--- config.mk ---
export PLATFORM = sky130hd
export DESIGN_NAME = snn_weight_fetch
export DESIGN_NICKNAME = d
export VERILOG_FILES = /design/src/rtl/snn_pkg.sv /design/src/rtl/snn_byte_unpacker.sv /design/src/rtl/snn_weight_fetch.sv
export SDC_FILE = /design/constraint.sdc
export NUM_CORES = 1
export LEC_CHECK = 0
export ABC_AREA = 1
export BUFFER_PORTS_ARGS = -buffer_cell sky130_fd_sc_hd__buf_4
export CORE_MARGIN = 2
export CORE_UTILIZATION = 47
export CTS_CLUSTER_DIAMETER = 60
export DETAILED_ROUTE_END_ITERATION = 16
export PLACE_DENSITY_LB_ADDON = 0.08
export RECOVER_POWER = 25
export SLEW_MARGIN = 20
export SYNTH_ARGS = -nofsm -noshare
export SYNTH_HDL_FRONTEND = slang
export SYNTH_SLANG_ARGS = --single-unit
export TNS_END_PERCENT = 10
--- constraint.sdc ---
create_clock -name wb_clk_i -period 4.65 [get_ports wb_clk_i]
set_input_delay 0.2325 -clock wb_clk_i [delete_from_list [all_inputs] [get_ports wb_clk_i]]
set_output_delay 0.2325 -clock wb_clk_i [all_outputs]
set_load 0.1 [all_outputs]
--- src/rtl/snn_pkg.sv ---
// Shared types and constants for the SNN weight fetch block.
// Holds the fetch FSM state encoding and the Wishbone bus widths.
package snn_pkg;

  localparam int WB_ADR_W = 32;
  localparam int WB_DAT_W = 32;
  localparam logic [3:0] SEL_ALL = 4'hF;

  typedef enum logic [2:0] {
    ST_IDLE   = 3'd0,
    ST_REQ    = 3'd1,
    ST_UNPACK = 3'd2,
    ST_DONE   = 3'd3,
    ST_ERR    = 3'd4
  } state_t;

endpackage

--- src/rtl/snn_byte_unpacker.sv ---
// Holds one fetched 32-bit word and streams it out LSB-first, one byte per handshake.
// The buffer shifts right on every transfer, so the presented byte is always buf_r[7:0].
module snn_byte_unpacker
  import snn_pkg::*;
(
  input  logic                clk,
  input  logic                rst_n,
  input  logic                load,
  input  logic [WB_DAT_W-1:0] data,
  input  logic                weight_ready,
  output logic [7:0]          weight,
  output logic                weight_valid,
  output logic                word_done
);

  logic [WB_DAT_W-1:0] buf_r;
  logic [1:0]          idx_r;
  logic                valid_r;
  logic                xfer_s;

  assign xfer_s = valid_r & weight_ready;

  // Word buffer, byte index and valid flag; a stalled byte stays put until taken.
  always_ff @(posedge clk or negedge rst_n) begin
    if (!rst_n) begin
      buf_r   <= {WB_DAT_W{1'b0}};
      idx_r   <= 2'd0;
      valid_r <= 1'b0;
    end else if (load) begin
      buf_r   <= data;
      idx_r   <= 2'd0;
      valid_r <= 1'b1;
    end else if (xfer_s) begin
      buf_r   <= {8'h00, buf_r[WB_DAT_W-1:8]};
      idx_r   <= idx_r + 2'd1;
      valid_r <= (idx_r != 2'd3);
    end
  end

  assign weight       = buf_r[7:0];
  assign weight_valid = valid_r;
  assign word_done    = xfer_s & (idx_r == 2'd3);

endmodule

--- src/rtl/snn_weight_fetch.sv ---
// Fetches count_i 32-bit weight words over a Wishbone classic read bus and
// hands them to the neuron datapath as a byte stream.
module snn_weight_fetch
  import snn_pkg::*;
#(
  parameter int TIMEOUT_CYCLES = 255,
  parameter int ADR_STEP       = 4
) (
  input  logic                wb_clk_i,
  input  logic                wb_rst_ni,
  input  logic                start_i,
  input  logic [WB_ADR_W-1:0] base_adr_i,
  input  logic [15:0]         count_i,
  output logic                busy_o,
  output logic                done_o,
  output logic                err_o,
  output logic                wbm_cyc_o,
  output logic                wbm_stb_o,
  output logic                wbm_we_o,
  output logic [3:0]          wbm_sel_o,
  output logic [WB_ADR_W-1:0] wbm_adr_o,
  input  logic [WB_DAT_W-1:0] wbm_dat_i,
  input  logic                wbm_ack_i,
  input  logic                wbm_err_i,
  output logic [7:0]          weight_o,
  output logic                weight_valid_o,
  input  logic                weight_ready_i
);

  localparam int TW = $clog2(TIMEOUT_CYCLES + 1);

  state_t              state_r;
  logic [WB_ADR_W-1:0] adr_r;
  logic [15:0]         cnt_r;
  logic [TW-1:0]       wait_r;
  logic                cyc_r;
  logic                busy_r;
  logic                done_r;
  logic                err_r;
  logic                load_s;
  logic                word_done_s;
  logic                timeout_s;

  // An ack that coincides with err is not a valid word and must not load the buffer.
  assign load_s    = (state_r == ST_REQ) && wbm_ack_i && !wbm_err_i;
  assign timeout_s = (wait_r == TW'(TIMEOUT_CYCLES - 1));

  // Fetch sequencer with registered bus and status outputs.
  always_ff @(posedge wb_clk_i or negedge wb_rst_ni) begin
    if (!wb_rst_ni) begin
      state_r <= ST_IDLE;
      adr_r   <= {WB_ADR_W{1'b0}};
      cnt_r   <= 16'd0;
      wait_r  <= {TW{1'b0}};
      cyc_r   <= 1'b0;
      busy_r  <= 1'b0;
      done_r  <= 1'b0;
      err_r   <= 1'b0;
    end else begin
      done_r <= 1'b0;
      case (state_r)
        ST_IDLE: begin
          if (start_i) begin
            err_r  <= 1'b0;
            busy_r <= 1'b1;
            if (count_i != 16'd0) begin
              adr_r   <= base_adr_i;
              cnt_r   <= count_i;
              wait_r  <= {TW{1'b0}};
              cyc_r   <= 1'b1;
              state_r <= ST_REQ;
            end else begin
              done_r  <= 1'b1;
              state_r <= ST_DONE;
            end
          end else begin
            busy_r <= 1'b0;
          end
        end
        ST_REQ: begin
          if (wbm_err_i) begin
            cyc_r   <= 1'b0;
            state_r <= ST_ERR;
          end else if (wbm_ack_i) begin
            cyc_r   <= 1'b0;
            state_r <= ST_UNPACK;
          end else if (timeout_s) begin
            cyc_r   <= 1'b0;
            state_r <= ST_ERR;
          end else begin
            wait_r <= wait_r + TW'(1);
          end
        end
        ST_UNPACK: begin
          if (word_done_s) begin
            cnt_r <= cnt_r - 16'd1;
            if (cnt_r == 16'd1) begin
              done_r  <= 1'b1;
              state_r <= ST_DONE;
            end else begin
              adr_r   <= adr_r + WB_ADR_W'(ADR_STEP);
              wait_r  <= {TW{1'b0}};
              cyc_r   <= 1'b1;
              state_r <= ST_REQ;
            end
          end
        end
        ST_ERR: begin
          err_r   <= 1'b1;
          done_r  <= 1'b1;
          state_r <= ST_DONE;
        end
        ST_DONE: begin
          busy_r  <= 1'b0;
          state_r <= ST_IDLE;
        end
        default: begin
          cyc_r   <= 1'b0;
          busy_r  <= 1'b0;
          state_r <= ST_IDLE;
        end
      endcase
    end
  end

  snn_byte_unpacker u_unpacker (
    .clk          (wb_clk_i),
    .rst_n        (wb_rst_ni),
    .load         (load_s),
    .data         (wbm_dat_i),
    .weight_ready (weight_ready_i),
    .weight       (weight_o),
    .weight_valid (weight_valid_o),
    .word_done    (word_done_s)
  );

  assign busy_o    = busy_r;
  assign done_o    = done_r;
  assign err_o     = err_r;
  assign wbm_cyc_o = cyc_r;
  assign wbm_stb_o = cyc_r;
  assign wbm_we_o  = 1'b0;
  assign wbm_sel_o = SEL_ALL;
  assign wbm_adr_o = adr_r;

endmodule
# Word level (Yosys, flattened, before mapping)
# Index checks and enable logic that the tools add are counted.
# op_classes
addsub	4
eq_ne	16
mux	48
n_bitwise	3
n_reduce_logical	17
# ops
op	n
$mux 32	6
$pmux 32 s2	1
$mux 8	7
$mux 16	3
$add 32x3->32 const B	1
$pmux 16 s2	1
$pmux 8 s3	1
$eq 16x1->1 const B	1
$reduce_bool 16->1	1
$sub 16x1->16 const B	1
$mux 1	15
$mux 3	5
$ne 2x2->1 const B	7
$pmux 3 s4	1
$add 8x1->8 const B	1
$eq 8x8->1 const B	1
$mux 2	4
$reduce_and 8->1	1
$eq 3x2->1 const B	2
$reduce_and 6->1	1
$reduce_bool 2->1	3
$reduce_and 5->1	1
$ne 4x4->1 const B	1
$pmux 1 s2	2
18 further kinds	20
# totals
reg_bits	98
in_bits	86
output_inout_bits	51
word_cells	99

# Longest topological paths before layout
# logic_depth
depth_word	5
mapped_depth	10
depth_no_buf	10

# Modules after synthesis
# Synthesis repeated with hierarchy kept, for this count alone.
# hier_totals
cells_unflattened	1003
area_unflattened_um2	6526.3
# modules_own_cells
module	instances	cells_each	area_each_um2	seq_area_each_um2
snn_weight_fetch	1	768	4713.3	1576.5
snn_byte_unpacker	1	235	1813.0	875.8

# Least setup slack after synthesis
# No wires, ideal clock.
# synth_timing
path_type	flip-flop to flip-flop
startpoint	register adr_r[2], in the netlist wbm_adr_o[2]
endpoint	register adr_r[8], in the netlist wbm_adr_o[8]
setup_ps	121
arrival_ps	2135
required_ps	4529
path_slack_ps	2394
path_stages_with_launch	11
n_path_buf	0
synth_period_minus_slack_ps	2256
cell_sequence	dfrtp_1 ha_1 nand2_1 nor2_2 inv_1 nor2_2 nand2_1 nand3_1 nand2_1 nand2_1 o21ai_2
# synth_via
elab_chain_cells	4
# synth_rtl
item	line_no	text
from (decl)	snn_weight_fetch.sv:33	logic [WB_ADR_W-1:0] adr_r;
from (signal assigned)	snn_weight_fetch.sv:52	adr_r <= {WB_ADR_W{1'b0}};
from (signal assigned)	snn_weight_fetch.sv:67	adr_r <= base_adr_i;
from (signal assigned)	snn_weight_fetch.sv:101	adr_r <= adr_r + WB_ADR_W'(ADR_STEP);
$add 32x3->32	snn_weight_fetch.sv:101	
$mux 32	snn_weight_fetch.sv:97	if (cnt_r == 16'd1) begin
$mux 32	snn_weight_fetch.sv:95	if (word_done_s) begin
$pmux 32 s2	snn_weight_fetch.sv:61	case (state_r)
# Every way passes these cells. The select of a mux whose other input is x is not followed.
# A chain may end at the register's enable or synchronous reset.

# Worst setup path in the final report
# layout_timing
startpoint	register state_r[0]
endpoint	register adr_r[2], in the netlist wbm_adr_o[2]
# layout_via
elab_chain_cells	3
word_cells_on_any_way	9
classes_between	eq/ne: 5; mux: 1; reduce/logical: 3
# layout_rtl
item	line_no	text
from (decl)	snn_weight_fetch.sv:32	state_t state_r;
from (signal assigned)	snn_weight_fetch.sv:51	state_r <= ST_IDLE;
from (signal assigned)	snn_weight_fetch.sv:71	state_r <= ST_REQ;
from (signal assigned)	snn_weight_fetch.sv:74	state_r <= ST_DONE;
$eq 3x2->1 / $logic_not 3->1 (equally long branches)	snn_weight_fetch.sv:61	
$ne 2x2->1 (no source line), or another cell as far along	-	
$reduce_and 5->1 (no source line)	-	
# Several ways; a longest one is shown, not always the timed one.

==> run metrics <==
Die Ht 120 um; Yosys top cell by area dfrtp_1; Tot Pwr 5.96 mW; DPL Wire Length 11600 um; Worst Path Required 4.89 ns; pre-CTS setup slack 1.86 ns; # placed instances 1202; CTS H-Tree Depth 3; part of the cycle the worst path needs 0.626; WHS Path Cells 3; post-synthesis adder-cell area fraction 0.0119; Yosys reg bits 98; Worst IR Drop VDD 0.000341 V; worst r2r dst wbm_adr_o[2]; sequential share of the synthesized area 0.390; Leak Pwr 3.73 nW; top-count cell post-synth nand2_1; Max-cap violations 0; num rows 42; CTS root buffer clkbuf_16; ys flop type dfrtp_1; DRC viols 0; yosys warns 0; share of the synthesized area in the top cell type 0.390; DR WL/cell 13.4 um; Synth Area in XOR/XNOR 0.0153; top post-synthesis cells by count 326 x nand2_1, 147 x nor2_1, 144 x nand3_1; NumNets Final 1130; Critical Path Sink Type flop; RSZ-0062 raised after global routing no; Yosys cell types 36; Post-CTS Setup Inserts 0; final worst clock skew 0.00744 ns; CTS tree built; kind of critical path flop to flop; Hold Crit Start base_adr_i[0]; clock buffer count from CTS 9; Antenna Nets Post-Route 0; Hold Buf Count CTS 1; vias in the first global route 5590; Ports 137; r2r startpoint state_r[0]; Synth Area in Compound Gates 0.0608; via count 6140; setup ws final 1.74 ns; Setup TNS 0 ns; syn avg cell area 6.72 um2; number of port buffers 131; fmax 0.344 GHz; fin crit period 2.91 ns; clk_lat worst skew 0.36 ns; asr flop ratio synth 1.00; global-route wire length before repair 27700 um; Max FO, Critical Path 60; vias per cell 5.04; DR iter-0 viols 358; share of post-route cells with drive strength above 1 0.176; Final Slew Violations 0; Post-Synthesis Cells 936; mux contribution to synthesized area 0; 1st-pass router iterations 4; Core ar. 13100 um2; post-cts gate resize count 0; GRT Residual Overflow 0; routed wire length 16300 um; ranking of synthesized cells by area dfrtp_1 39%, nand2_1 19%, nand3_1 11%, nor2_1 8.8%, inv_1 3.2%; die area 14300 um2; status finished clean; Synth Cell Area 6290 um2; clk sink count 98; initial antenna violation count 0; Worst Path Arrival 3.14 ns; worst slew pin tran 0.993 ns; largest family of logic cells by synthesized area simple AND/OR/NAND/NOR gates; number of flops mapped to enable cells by yosys 0; P&R area growth vs syn 19.8%; fin cells 1219; Setup violations, final 0; die span in x 120 um; pwr/cell area 791 nW/um2; clk slew on worst S/H paths 0.07 ns; Reg2Reg Setup Slack 1.74 ns; Total GRT Usage 0.241; n_diodes 0; Worst R2R Path Depth 10; CP Launch Type flop; WHS Endpoint wbm_adr_o[0]; Synth Area in Simple Gates 0.440; final hold violation count 0; largest net degree at the start of global routing 62; Worst Hold Class input pin to flop; max_slew headroom 0.336; Final GP Congestion 0.895; fin util 0.574; initial core utilization 0.479; Max Root-Sink Buffers 2
==> layout by cell type, fill, tap and decap left out, types with 2 or more instances in the layout <==
cell type	count
nand2_1	324
nor2_1	147
nand3_1	144
buf_4	134
dfrtp_1	98
inv_1	53
o21ai_0	23
o21ai_1	13
a31oi_1	10
clkbuf_16	9
nor2_2	7
o21ai_2	7
xor2_1	7
inv_2	6
ha_1	6
a21oi_1	5
conb_1	5
nor2_4	4
nand4_1	4
o21bai_1	4
xnor2_1	4
nand3_4	3
nand3_2	2
nand2_4	2
nand3b_1	2
nand2_2	2
o211ai_1	2
nor3_1	2
clkinvlp_4	2
==> where the power goes <==
group	internal [mW]	switching (mW)	leakage, nW	total (mW)
combinational	0.871	2.73	2.36	3.60
clock	0.380	0.345	0.132	0.725
sequential	1.24	0.398	1.24	1.64
total	2.49	3.47	3.73	5.96
==> through the flow <==
stage	instance area (um2)	hold WS [ns]
CTS	7540	0.0656
global placement	7250	0.366
floorplan	6300	-0.0631
global route	7540	0.0913
finish	7540	0.0739
detailed placement	7250	0.360
==> per-layer routing <==
metal	track usage	wire, um	vias to the layer above
met5	0	0	-
met4	0.0713	300	0
met3	0.0542	893	22
met2	0.363	7420	160
met1	0.347	7730	2787
li1	-	-	3171
==> critical path, cell delays in order, from the launching register on <==
cell and delay (ns):
dfrtp_1 0.41, nor2_1 0.36, nand2_1 0.09, buf_4 0.27, inv_2 0.07, buf_4 0.51
nand3_4 0.19, nand3_4 0.36, inv_2 0.29, nand2_1 0.15, o21ai_2 0.06
==> flip-flops by register name, summed over array words and instances, names as in the netlist <==
| signal | flops |
|---|---|
| wbm_adr_o | 32 |
| u_unpacker.idx_r | 2 |
| wbm_cyc_o | 1 |
| u_unpacker.buf_r | 32 |
| u_unpacker.weight_valid | 1 |
| wait_r | 8 |
| cnt_r | 16 |
| done_o | 1 |
| err_o | 1 |
| busy_o | 1 |
| state_r | 3 |
==> kinds of logic (layout without fill, tap and decap cells) <==
| kind of cell | count (synthesis) | in the layout |
|---|---|---|
| xor gates and xnor gates | 11 | 11 |
| buffers and inverters | 106 | 210 |
| and+or+nand+nor | 648 | 648 |
| AOI/OAI and AO/OA | 65 | 65 |
| other | 2 | 5 |
| DFF | 98 | 98 |
| adders and majority gates | 6 | 6 |
==> worst max path at each step <==
stage | from | end | slack [ns] | depth (start not counted)
2_1_floorplan | wbm_adr_o[2] | wbm_adr_o[8] | 2.39 | 10
3_3_place_gp | state_r[0] | wbm_adr_o[2] | 1.93 | 10
3_5_place_dp | state_r[0] | wbm_adr_o[2] | 1.86 | 10
4_1_cts | state_r[0] | wbm_adr_o[2] | 1.84 | 10
5_1_grt | state_r[0] | wbm_adr_o[13] | 1.35 | 10
6_report | state_r[0] | wbm_adr_o[2] | 1.74 | 10
==> area by class of cell <==
cell class              instances  area (um2)
fillers                      1345        5600
multi-input cells             735        3350
flip-flops and latches         98        2450
repair buffers                135        1020
clock buffers                  11         243
inverters                      59         221
well taps                     176         220
clock inverters                 5        37.5
Power figures use the tool's default switching activity.
